$ cat config.mk
export PLATFORM = sky130hd
export DESIGN_NAME = bitty_test_monitor_flat
export DESIGN_NICKNAME = d
export VERILOG_FILES = /design/src/rtl/bitty_test_monitor_pkg.sv /design/src/rtl/bitty_test_monitor_if.sv /design/src/rtl/bitty_test_monitor_reg_shadow.sv /design/src/rtl/bitty_test_monitor.sv /design/src/flat_wrapper.sv
export SDC_FILE = /design/constraint.sdc
export NUM_CORES = 1
export LEC_CHECK = 0
export CORE_MARGIN = 4
export CORE_UTILIZATION = 45
export CTS_CLUSTER_DIAMETER = 50
export DETAILED_ROUTE_END_ITERATION = 8
export PLACE_DENSITY = 0.67
export SKIP_CTS_REPAIR_TIMING = 1
export SLEW_MARGIN = 25
export SYNTH_ARGS = -nofsm -noshare
export SYNTH_HDL_FRONTEND = slang
export SYNTH_SLANG_ARGS = --single-unit
$ cat constraint.sdc
create_clock -name clk -period 4.6 [get_ports clk]
set_clock_uncertainty 0.1 [all_clocks]
set_input_delay 0.92 -clock clk [delete_from_list [all_inputs] [get_ports clk]]
set_output_delay 0.92 -clock clk [all_outputs]
set_load 0.1 [all_outputs]
$ cat src/rtl/bitty_test_monitor_pkg.sv
// Shared constants, types and helpers for the bitty end-of-test monitor.
package bitty_test_monitor_pkg;

    localparam int unsigned XLEN = 32;
    localparam int unsigned AW   = 5;
    localparam int unsigned CW   = 32;
    localparam int unsigned STW  = 3;

    localparam logic [AW-1:0] REG_TESTNUM = AW'(3);
    localparam logic [AW-1:0] REG_DONE    = AW'(26);
    localparam logic [AW-1:0] REG_PASS    = AW'(27);

    localparam logic [STW-1:0] ST_RUN    = 3'd0;
    localparam logic [STW-1:0] ST_SETTLE = 3'd1;
    localparam logic [STW-1:0] ST_PASS   = 3'd2;
    localparam logic [STW-1:0] ST_FAIL   = 3'd3;
    localparam logic [STW-1:0] ST_TOUT   = 3'd4;

    typedef struct packed {
        logic            we;
        logic [AW-1:0]   waddr;
        logic [XLEN-1:0] wdata;
    } rf_wr_t;

    // Saturating increment: counters stick at all-ones instead of wrapping.
    function automatic logic [CW-1:0] sat_inc(input logic [CW-1:0] v);
        return (&v) ? v : v + CW'(1);
    endfunction

    function automatic logic is_terminal(input logic [STW-1:0] st);
        return (st == ST_PASS) || (st == ST_FAIL) || (st == ST_TOUT);
    endfunction

endpackage

$ cat src/rtl/bitty_test_monitor_if.sv
// Register-file write port as seen by the test monitor.
interface bitty_test_monitor_if;
    import bitty_test_monitor_pkg::*;

    logic            rf_we;
    logic [AW-1:0]   rf_waddr;
    logic [XLEN-1:0] rf_wdata;

    modport master (output rf_we, output rf_waddr, output rf_wdata);
    modport slave  (input  rf_we, input  rf_waddr, input  rf_wdata);

endinterface

$ cat src/rtl/bitty_test_monitor_reg_shadow.sv
// Compare-and-capture shadow of one architectural register from the write port.
module bitty_reg_shadow
    import bitty_test_monitor_pkg::*;
#(
    parameter logic [AW-1:0] IDX = AW'(1)
) (
    input  logic            clk,
    input  logic            rst,
    input  rf_wr_t          wr_i,
    output logic [XLEN-1:0] val_o
);

    logic [XLEN-1:0] val_q;

    always_ff @(posedge clk or negedge rst) begin
        if (!rst) begin
            val_q <= '0;
        end else if (wr_i.we && (wr_i.waddr == IDX)) begin
            val_q <= wr_i.wdata;
        end
    end

    assign val_o = val_q;

endmodule

$ cat src/rtl/bitty_test_monitor.sv
// End-of-test monitor: shadows x3/x26/x27 and decides pass/fail/timeout in hardware.
module bitty_test_monitor
    import bitty_test_monitor_pkg::*;
#(
    parameter int unsigned TIMEOUT_CYCLES = 5000,
    parameter int unsigned SETTLE_CYCLES  = 5
) (
    input  logic                 clk,
    input  logic                 rst,
    bitty_test_monitor_if.slave  rf_if,
    output logic                 done,
    output logic                 pass,
    output logic                 timeout,
    output logic [XLEN-1:0]      fail_inst,
    output logic [CW-1:0]        cycle_count
);

    localparam logic [CW-1:0] TIMEOUT_LAST = CW'(TIMEOUT_CYCLES - 1);
    localparam logic [CW-1:0] SETTLE_LAST  = CW'(SETTLE_CYCLES - 1);

    rf_wr_t          wr;
    logic [XLEN-1:0] sh_x3;
    logic [XLEN-1:0] sh_x26;
    logic [XLEN-1:0] sh_x27;

    logic [STW-1:0]  state_q,  state_d;
    logic [CW-1:0]   settle_q, settle_d;
    logic [CW-1:0]   cnt_q,    cnt_d;
    logic [XLEN-1:0] fail_q,   fail_d;
    logic            done_q, pass_q, tout_q;

    assign wr.we    = rf_if.rf_we;
    assign wr.waddr = rf_if.rf_waddr;
    assign wr.wdata = rf_if.rf_wdata;

    bitty_reg_shadow #(.IDX(REG_TESTNUM)) u_sh_x3 (
        .clk(clk), .rst(rst), .wr_i(wr), .val_o(sh_x3)
    );
    bitty_reg_shadow #(.IDX(REG_DONE)) u_sh_x26 (
        .clk(clk), .rst(rst), .wr_i(wr), .val_o(sh_x26)
    );
    bitty_reg_shadow #(.IDX(REG_PASS)) u_sh_x27 (
        .clk(clk), .rst(rst), .wr_i(wr), .val_o(sh_x27)
    );

    always_ff @(posedge clk or negedge rst) begin
        if (!rst) begin
            state_q  <= ST_RUN;
            settle_q <= '0;
            cnt_q    <= '0;
            fail_q   <= '0;
            done_q   <= 1'b0;
            pass_q   <= 1'b0;
            tout_q   <= 1'b0;
        end else begin
            state_q  <= state_d;
            settle_q <= settle_d;
            cnt_q    <= cnt_d;
            fail_q   <= fail_d;
            done_q   <= is_terminal(state_d);
            pass_q   <= (state_d == ST_PASS);
            tout_q   <= (state_d == ST_TOUT);
        end
    end

    // Next-state logic; the cycle counter freezes on the edge that enters a terminal state.
    always_comb begin
        state_d  = state_q;
        settle_d = settle_q;
        cnt_d    = cnt_q;
        fail_d   = fail_q;

        case (state_q)
            ST_RUN: begin
                if (sh_x26 == XLEN'(1)) begin
                    state_d  = ST_SETTLE;
                    settle_d = '0;
                end else if (cnt_q == TIMEOUT_LAST) begin
                    state_d = ST_TOUT;
                end
            end
            ST_SETTLE: begin
                if (settle_q == SETTLE_LAST) begin
                    if (sh_x27 == XLEN'(1)) begin
                        state_d = ST_PASS;
                    end else begin
                        state_d = ST_FAIL;
                        fail_d  = sh_x3;
                    end
                end else begin
                    settle_d = sat_inc(settle_q);
                end
            end
            default: begin
            end
        endcase

        if (!is_terminal(state_d)) begin
            cnt_d = sat_inc(cnt_q);
        end
    end

    assign done        = done_q;
    assign pass        = pass_q;
    assign timeout     = tout_q;
    assign fail_inst   = fail_q;
    assign cycle_count = cnt_q;

endmodule
$ cat src/flat_wrapper.sv
// flat-port wrapper written by rule: the top's interface ports become plain ports
module bitty_test_monitor_flat import bitty_test_monitor_pkg::*;
#(
    parameter int unsigned TIMEOUT_CYCLES = 5000,
    parameter int unsigned SETTLE_CYCLES  = 5
)
  (clk, rst, done, pass, timeout, fail_inst, cycle_count, rf_if_rf_we, rf_if_rf_waddr, rf_if_rf_wdata);
  bitty_test_monitor_if rf_if_i ();
  input  logic clk;
  input  logic rst;
  output logic done;
  output logic pass;
  output logic timeout;
  output logic [XLEN-1:0] fail_inst;
  output logic [CW-1:0] cycle_count;
  input wire logic [$bits(rf_if_i.rf_we)-1:0] rf_if_rf_we;
  input wire logic [$bits(rf_if_i.rf_waddr)-1:0] rf_if_rf_waddr;
  input wire logic [$bits(rf_if_i.rf_wdata)-1:0] rf_if_rf_wdata;
  assign rf_if_i.rf_we = rf_if_rf_we;
  assign rf_if_i.rf_waddr = rf_if_rf_waddr;
  assign rf_if_i.rf_wdata = rf_if_rf_wdata;
  bitty_test_monitor #(.TIMEOUT_CYCLES(TIMEOUT_CYCLES), .SETTLE_CYCLES(SETTLE_CYCLES)) u_core (.clk(clk), .rst(rst), .rf_if(rf_if_i), .done(done), .pass(pass), .timeout(timeout), .fail_inst(fail_inst), .cycle_count(cycle_count));
endmodule
Word level (Yosys, flattened, before mapping). Cells that the tools add are included.

Latch bits: 0. Logic and storage cells: 50. Input bits: 40. Memories kept: 0. Register bits: 198. Memory bits (writable): 0. Output and inout bits: 67. Bits in read-only memories: 0.

Multiplexer cells: 9. Equal/unequal tests: 14. Bitwise gates (word level): 3. Reduce and logical (&&, ||, !) cells: 12. Add/sub/neg operators: 2. $mul: 0. Div/mod/pow operators: 0. Shift operators: 0. Order comparisons: 0.

Operators by type and width (number): $mux W32 (3); $add A32 B1 Y32 const B (2); $eq A32 B1 Y1 const B (2); $pmux W32 S2 (1); $reduce_and A32 Y1 (2); $eq A32 B13 Y1 const B (1); $eq A32 B3 Y1 const B (1); $eq A5 B5 Y1 const B (2); $mux W3 (3); $eq A3 B2 Y1 const B (2); $pmux W3 S2 (1); $eq A5 B2 Y1 const B (1); $ne A2 B2 Y1 const B (2); $reduce_and A4 Y1 (1); $eq A3 B1 Y1 const B (1); $eq A3 B3 Y1 const B (1); $logic_and A1 B1 Y1 (3); $logic_not A3 Y1 (1); $not A1 Y1 (3); $reduce_and A3 Y1 (1); $logic_or A1 B1 Y1 (2); $ne A2 B1 Y1 const B (1); $reduce_and A2 Y1 (1); $reduce_bool A2 Y1 (1); $mux W1 (1).

Depth between registers and ports, before layout. Gate-level depths: netlist of run 1.

Depth in word-level cells: 9. Gate-level depth with buffers: 11. Depth with buffers taken out: 10.

Modules after synthesis. Synthesis of run 1 repeated with hierarchy kept, for this count alone.

Cells, all modules: 699. Area, all modules: 9051.2 µm².

By module, submodules not included: bitty_test_monitor (times used 1, area each 5148.7 µm², seq. area each 2552.4 µm², cells an instance 492); bitty_reg_shadow at u_core.u_sh_x26 (times used 1, area each 1335.0 µm², seq. area each 800.8 µm², cells an instance 69); bitty_reg_shadow at u_core.u_sh_x27 (times used 1, area each 1332.5 µm², seq. area each 800.8 µm², cells an instance 69); bitty_reg_shadow at u_core.u_sh_x3 (times used 1, area each 1234.9 µm², seq. area each 800.8 µm², cells an instance 69).

Worst setup path before layout of run 1. No wires, ideal clock.

Path kind: register to register. From: register u_core.cnt_q[0], in the netlist u_core.cycle_count[0]. To: register u_core.cnt_q[5], in the netlist u_core.cycle_count[5]. Data required time: 4.336 ns. Period minus slack after synthesis: 3.003 ns. Buffers on the path: 2. Library setup time: 0.164 ns. Slack: 1.597 ns. Data arrival time: 2.740 ns. Stages on the path, launching flop included: 9. Cells stage by stage: dfrtp_1 > ha_1 > nand3_1 > nor2_1 > and4_1 > clkbuf_1 > buf_2 > nor4_2 > xor2_1.

Word-level cells in the longest chain between the ends: 9. Elaborated cells between the ends (all ways): 14. Those cells by class: add/sub (1); eq/ne (4); mux (3); bitwise (2); reduce/logical (4).

Ends and longest elaborated chain: from (decl) (line bitty_test_monitor.sv:28) `logic [CW-1:0] cnt_q, cnt_d;`; from (signal assigned) (line bitty_test_monitor.sv:58) `cnt_q <= cnt_d;`; $eq A32 B13 Y1 (line bitty_test_monitor.sv:78) `end else if (cnt_q == TIMEOUT_LAST) begin`; $mux W3 (line bitty_test_monitor.sv:78); $mux W3 (line bitty_test_monitor.sv:75) `if (sh_x26 == XLEN'(1)) begin`; $pmux W3 S2 (line bitty_test_monitor.sv:73) `case (state_q)`; $eq A3 B2 Y1 (line bitty_test_monitor_pkg.sv:31) `return (st == ST_PASS) || (st == ST_FAIL) || (st == ST_TOUT);`; $logic_or A1 B1 Y1 (2 in a row) (line bitty_test_monitor_pkg.sv:31); $not A1 Y1 (no line); $reduce_and A2 Y1 (no line).

Several ways; a longest one is shown, not always the timed one. A chain may end at the register's enable or synchronous reset.

Worst setup path in the final report of run 1.
From: register u_core.cnt_q[7], in the netlist u_core.cycle_count[7]. To: output cycle_count[7].

RTL lines: to (decl) (line flat_wrapper.sv:15) `output logic [CW-1:0] cycle_count;`.

No word-level cell between the ends.

==> metrics.yaml, run 1 <==
r2r_start: "u_core.state_q[2]"
p_sw_mw: 1.83
worst-endpoint-arrival_ns: 2.18
wl_per_cell_um: 18.1
n_antenna_cell: 0
fmax_mhz: 313
clock_tree.buffer_depth: 2
drive_gt1_frac: 0.236
grt_pass1_vias: 6326
rsz0062_at_grt: "false"
drt-initial-drc-count: 428
ys_seq_area_frac: 0.564
grtUsageTotal: 0.186
initial_core_util: 0.463
grt_overflow: 0
dpl-instance-area_mm2: 0.0101
slew_headroom: 0.299
syn_area_per_cell_um2: 12.3
maxCapViolations: 0
fp.dieW_um: 148
cts-buffers-inserted: 17
drt-total-wl_um: 19700
rrSetupSlack_ns: 1.41
post-route-min-period_ns: 3.20
antenna_found_initial: 0
fin_nets: 863
drc: 0
setup_viol: 0
p_per_area_mw_per_mm2: 470
synth_area_mm2: 0.00878
async_reset_ff_frac: 1.00
p_comb_frac: 0.268
worstMarginPinSlew_ns: 1.05
syn_nets: 758
cp_max_fo: 9
cts_tree: "done"
cts-htree-levels: 4
synth.most_common_cell: "dfrtp_1"
clock-root-buffer: "clkbuf_16"
synthCells: 715
grt_pass1_wl_um: 32700
grt_max_degree: 110
fin_crit_sh: 0.696
power_switching_share: 0.362
gp_congestion: 0.871
synth-seq-cells: 198
clk-insertion-delay-late_ns: 0.45
ant_nets: 0
path_class: "flip-flop to output pin"
endpoint_kind: "output pin"
slowest_delay_ns: 1.20
ios: 107
cp_slowest_cell: "clkdlybuf4s50_1"
hold_viol: 0
outcome: "completed"
pwr-share-clk: 0.299
vias_per_cell: 5.66
critPathRequiredTime_ns: 3.58
die_h_um: 148
cts_sinks: 198
crit_family: "buffers and inverters"
internal_power_mw: 3.22
final_max_slew_viol_count: 0
areaGrowthSynthToFinish_pct: 22.4
p_leak_nw: 4.76
holdPathStages: 1
placementRows: 50
synth_top_area_cell: "dfrtp_1"
synth_area_leaders: "dfrtp_1 (56%), mux2_2 (16%), o21ai_0 (2.5%), nor4_1 (2.1%), nand3_1 (1.9%)"
synth.distinct_cells: 47
ys.flop_type: "dfrtp_1"
fp.dieArea_mm2: 0.0218
timing.critical_path.cells: "clkdlybuf4s50_1"
hold_ws_ns: 0.404
hold_start: "u_core.fail_inst[7]"
via_count: 6183
setup-tns-final_ns: 0
worstHoldPathType: "flip-flop to flip-flop"
min_to: "u_core.fail_inst[7]"
num-fill-cells: 1567
r2r_cells: 8
start_kind: "flip-flop"
yosysWarningCount: 0
critPathBufInv: 1
synth_top_area_frac: 0.564
core_mm2: 0.0190
stdcell_area_mm2: 0.0108
r2r_end: "u_core.cycle_count[16]"
drtPass1Iterations: 8
peakVddDrop_uv: 389
seq_power_share: 0.432
synth-edff-count: 0
io_buffers: 106
dp_hpwl_um: 13800
yosys-top-cells-count: "dfrtp_1 (198), mux2_2 (128), o21ai_0 (44)"
cts.clk_slew.worst_paths_ns: 0.07
per-stage QoR:
stage	utilization	std cells	worst slack (ns)	power, mW
final	0.567	1093	1.40	5.05
after global routing	0.567	1093	1.17	5.29
after CTS	0.567	1093	1.40	5.10
after detailed placement	0.535	1061	1.41	3.57
after global placement	0.533	1058	1.52	3.52
after floorplan	-	715	1.60	3.18
registers in the layout, indices dropped and copies added (netlist names):
name	flops
u_core.fail_inst	32
u_core.u_sh_x26.val_o	32
u_core.u_sh_x27.val_o	32
u_core.state_q	3
u_core.timeout	1
u_core.pass	1
u_core.done	1
u_core.u_sh_x3.val_o	32
u_core.settle_q	32
u_core.cycle_count	32
worst max path at each step:
stage	from	endpoint	cells after the start
after floorplan	u_core.cycle_count[0]	u_core.cycle_count[5]	8
after global placement	rf_if_rf_waddr[2]	u_core.u_sh_x3.val_o[14]	5
after detailed placement	u_core.state_q[2]	u_core.cycle_count[25]	8
after CTS	u_core.cycle_count[7]	cycle_count[7]	1
after global routing	u_core.state_q[2]	u_core.cycle_count[25]	8
final	u_core.cycle_count[7]	cycle_count[7]	1
layer usage:
metal	vias to the layer above	global-route usage	wire, µm
li1	2848	-	-
met3	35	0.0460	1020
met4	0	0.0578	281
met2	192	0.301	9730
met5	-	0	0
met1	3108	0.248	8700
final cells by class:
| type | instances | area, µm² | share of cell area |
|---|---|---|---|
| clock buffer | 18 | 429 | 0.0399 |
| tap | 260 | 325 | 0.0303 |
| sequential | 198 | 4950 | 0.461 |
| multi-input combinational | 477 | 3650 | 0.339 |
| clock inverter | 14 | 175 | 0.0163 |
| timing repair buffer | 118 | 1180 | 0.110 |
| inverter | 8 | 35.0 | 0.00326 |
cells by family after synthesis:
kind of cell    after synthesis  share of synthesized area
fa+ha+maj                     3                    0.00427
mux                         129                      0.167
buf+inv                      40                     0.0219
flops                       198                      0.564
xor+xnor                     32                     0.0319
simple gates                228                      0.152
compound gates               85                     0.0586
layout by cell type (no fill, tap or decap), drive strengths merged, types with 2 or more instances in the layout:
| cell | n |
|---|---|
| dfrtp | 198 |
| mux2 | 129 |
| clkdlybuf4s50 | 105 |
| o21ai | 46 |
| nand2 | 41 |
| nor4 | 36 |
| nand3 | 34 |
| nor2 | 33 |
| nand4 | 27 |
| clkbuf | 19 |
| xnor2 | 16 |
| xor2 | 16 |
| inv | 16 |
| nor3 | 15 |
| and3 | 13 |
| a21oi | 12 |
| buf | 12 |
| o31ai | 11 |
| a31oi | 7 |
| nor4b | 7 |
| and4 | 6 |
| and2 | 6 |
| o41ai | 4 |
| clkinv | 4 |
| ha | 3 |
| or2 | 2 |
| a21o | 2 |
| nand3b | 2 |
power groups by stage:
| stage | clock [mW] | combinational (mW) | sequential (mW) |
|---|---|---|---|
| finish | 1.51 | 1.36 | 2.18 |
| global placement | 0 | 1.32 | 2.20 |
| floorplan | 0 | 0.537 | 2.64 |
| detailed placement | 0 | 1.36 | 2.21 |
| global route | 1.63 | 1.45 | 2.21 |
| CTS | 1.55 | 1.37 | 2.18 |
(Power assumes the default switching activity.)
==> inputs of run 2 (changes only) <==
--- a/config.mk
+++ b/config.mk
@@ -9,7 +9,7 @@
 export CORE_UTILIZATION = 45
 export CTS_CLUSTER_DIAMETER = 50
 export DETAILED_ROUTE_END_ITERATION = 8
-export PLACE_DENSITY = 0.67
+export PLACE_DENSITY = 0.69
 export SKIP_CTS_REPAIR_TIMING = 1
 export SLEW_MARGIN = 25
 export SYNTH_ARGS = -nofsm -noshare
==> constraint.sdc (replaced) <==
create_clock -name clk -period 2.9 [get_ports clk]
set_clock_uncertainty 0.1 [all_clocks]
set_input_delay 0.58 -clock clk [delete_from_list [all_inputs] [get_ports clk]]
set_output_delay 0.58 -clock clk [all_outputs]
set_load 0.1 [all_outputs]
==> run 2 against run 1 <==
Routed wire length grew 2.8%. Power grew 57%. Hold slack lost 0.32 ns. Sequential cell count is the same. Utilization shrank 0.086 points. Via count grew 0.47%. Non-clock buffer count grew 15.
==> metrics.yaml, run 2 (synthesized netlist as in run 1, its figures left out) <==
cts.clk_slew.worst_paths_ns: 0.07  # about the same
drc: 0  # unchanged
drt-total-wl_um: 20300  # +2.8%
die_h_um: 148  # unchanged
dp_hpwl_um: 14400  # +4.0%
initial_core_util: 0.463  # unchanged
setup_viol: 0  # unchanged
via_count: 6212  # +0.47%
grt_pass1_vias: 6499  # +2.7%
fp.dieArea_mm2: 0.0218  # unchanged
outcome: "completed"
grtUsageTotal: 0.193  # +0.00699
r2r_cells: 8  # unchanged
placementRows: 50  # unchanged
areaGrowthSynthToFinish_pct: 22.2
cp_max_fo: 19  # +10
endpoint_kind: "flip-flop"
r2r_start: "u_core.cycle_count[13]"
n_antenna_cell: 0  # unchanged
grt_overflow: 0  # unchanged
critPathRequiredTime_ns: 3.11  # -0.47 ns
layout_common_cells: "dfrtp_1 (192), mux2_2 (128), buf_4 (89)"
vias_per_cell: 5.61  # -0.89%
fmax_mhz: 362
final_max_slew_viol_count: 0  # unchanged
maxCapViolations: 0  # unchanged
num-fill-cells: 1599  # +2.0%
hold_viol: 0  # unchanged
core_mm2: 0.0190  # unchanged
peakVddDrop_uv: 422  # +8.5%
path_class: "flip-flop to flip-flop"
final_common_cell: "dfrtp_1"
drtPass1Iterations: 5  # -3
ios: 107  # unchanged
clk-insertion-delay-late_ns: 0.43  # -0.02 ns
antenna_found_initial: 0  # unchanged
post-route-min-period_ns: 2.77
fp.dieW_um: 148  # unchanged
drive_gt1_frac: 0.338  # +0.102
r2r_end: "u_core.cycle_count[25]"
ant_nets: 0  # unchanged
p_leak_nw: 4.97  # +4.3%
rrSetupSlack_ns: 0.13  # -1.28 ns
clock-root-buffer: "clkbuf_16"
cts_tree: "done"
worstHoldPathType: "input port to asynchronous set/reset pin"
fin_nets: 878  # +1.7%
p_per_area_mw_per_mm2: 738  # +57%
fin_crit_sh: 0.954
cts_sinks: 198  # unchanged
cts-htree-levels: 4  # unchanged
slew_headroom: 0.516  # +0.217
wl_per_cell_um: 18.3  # +1.4%
rsz0062_at_grt: "false"
gp_congestion: 0.877  # +0.70%
worstMarginPinSlew_ns: 0.723  # -0.325 ns
drt-initial-drc-count: 486  # +14%
hold_ws_ns: 0.0882  # -0.316 ns
io_buffers: 106  # unchanged
start_kind: "flip-flop"
grt_pass1_wl_um: 34100  # +4.5%
grt_max_degree: 82  # -25%
setup-tns-final_ns: 0  # unchanged
worst-endpoint-arrival_ns: 2.97  # +0.79 ns
cts-buffers-inserted: 17  # unchanged
clock_tree.buffer_depth: 2  # unchanged
[run 2: how the worst max path moves through the flow]
stage,to,slack [ns],start
after global placement,u_core.cycle_count[5],0.16,u_core.settle_q[0]
after global routing,u_core.cycle_count[15],0.02,u_core.settle_q[0]
after detailed placement,u_core.cycle_count[25],0.09,u_core.settle_q[0]
after CTS,u_core.cycle_count[25],0.08,u_core.settle_q[0]
final,u_core.cycle_count[25],0.13,u_core.cycle_count[13]
after floorplan,u_core.cycle_count[5],0.004,u_core.cycle_count[16]
[run 2: layout make-up]
type	instances	area [µm²]	area share
repair buffers	133	1170	0.109
flip-flops and latches	198	4960	0.462
well taps	260	325	0.0303
inverters	8	35.0	0.00326
multi-input cells	477	3660	0.341
clock buffers	17	425	0.0396
clock inverters	15	153	0.0142
[run 2: through the flow]
stage,worst slack [ns],utilization,cells,cell area (µm²),total power [mW]
floorplan,0.00443,-,715,8790,5.05
global placement,0.159,0.534,1075,10100,5.58
detailed placement,0.0912,0.535,1076,10100,5.66
CTS,0.0809,0.565,1108,10700,7.98
global route,0.0155,0.566,1108,10700,8.30
finish,0.135,0.566,1108,10700,7.93
[run 2: critical path: stages (launching register included)]
cell and delay [ns]:
dfrtp_1 0.44, nor4b_1 0.37, nand4_1 0.18, nor4_1 0.39
a21o_2 0.27, mux2_8 0.45, inv_6 0.19, nor4_2 0.09
xor2_1 0.14
[run 2: power breakdown]
part           internal [mW]  total, mW  switching, mW
Combinational          0.701       2.18           1.48
Clock                   1.15       2.31           1.16
Sequential              3.16       3.43          0.272
[run 2: layer usage]
metal,GRT usage,vias up,part of all wire
met2,0.329,150,0.51
met5,0,-,0
met4,0.0610,0,0.017
li1,-,2879,-
met3,0.0334,26,0.040
met1,0.251,3157,0.43
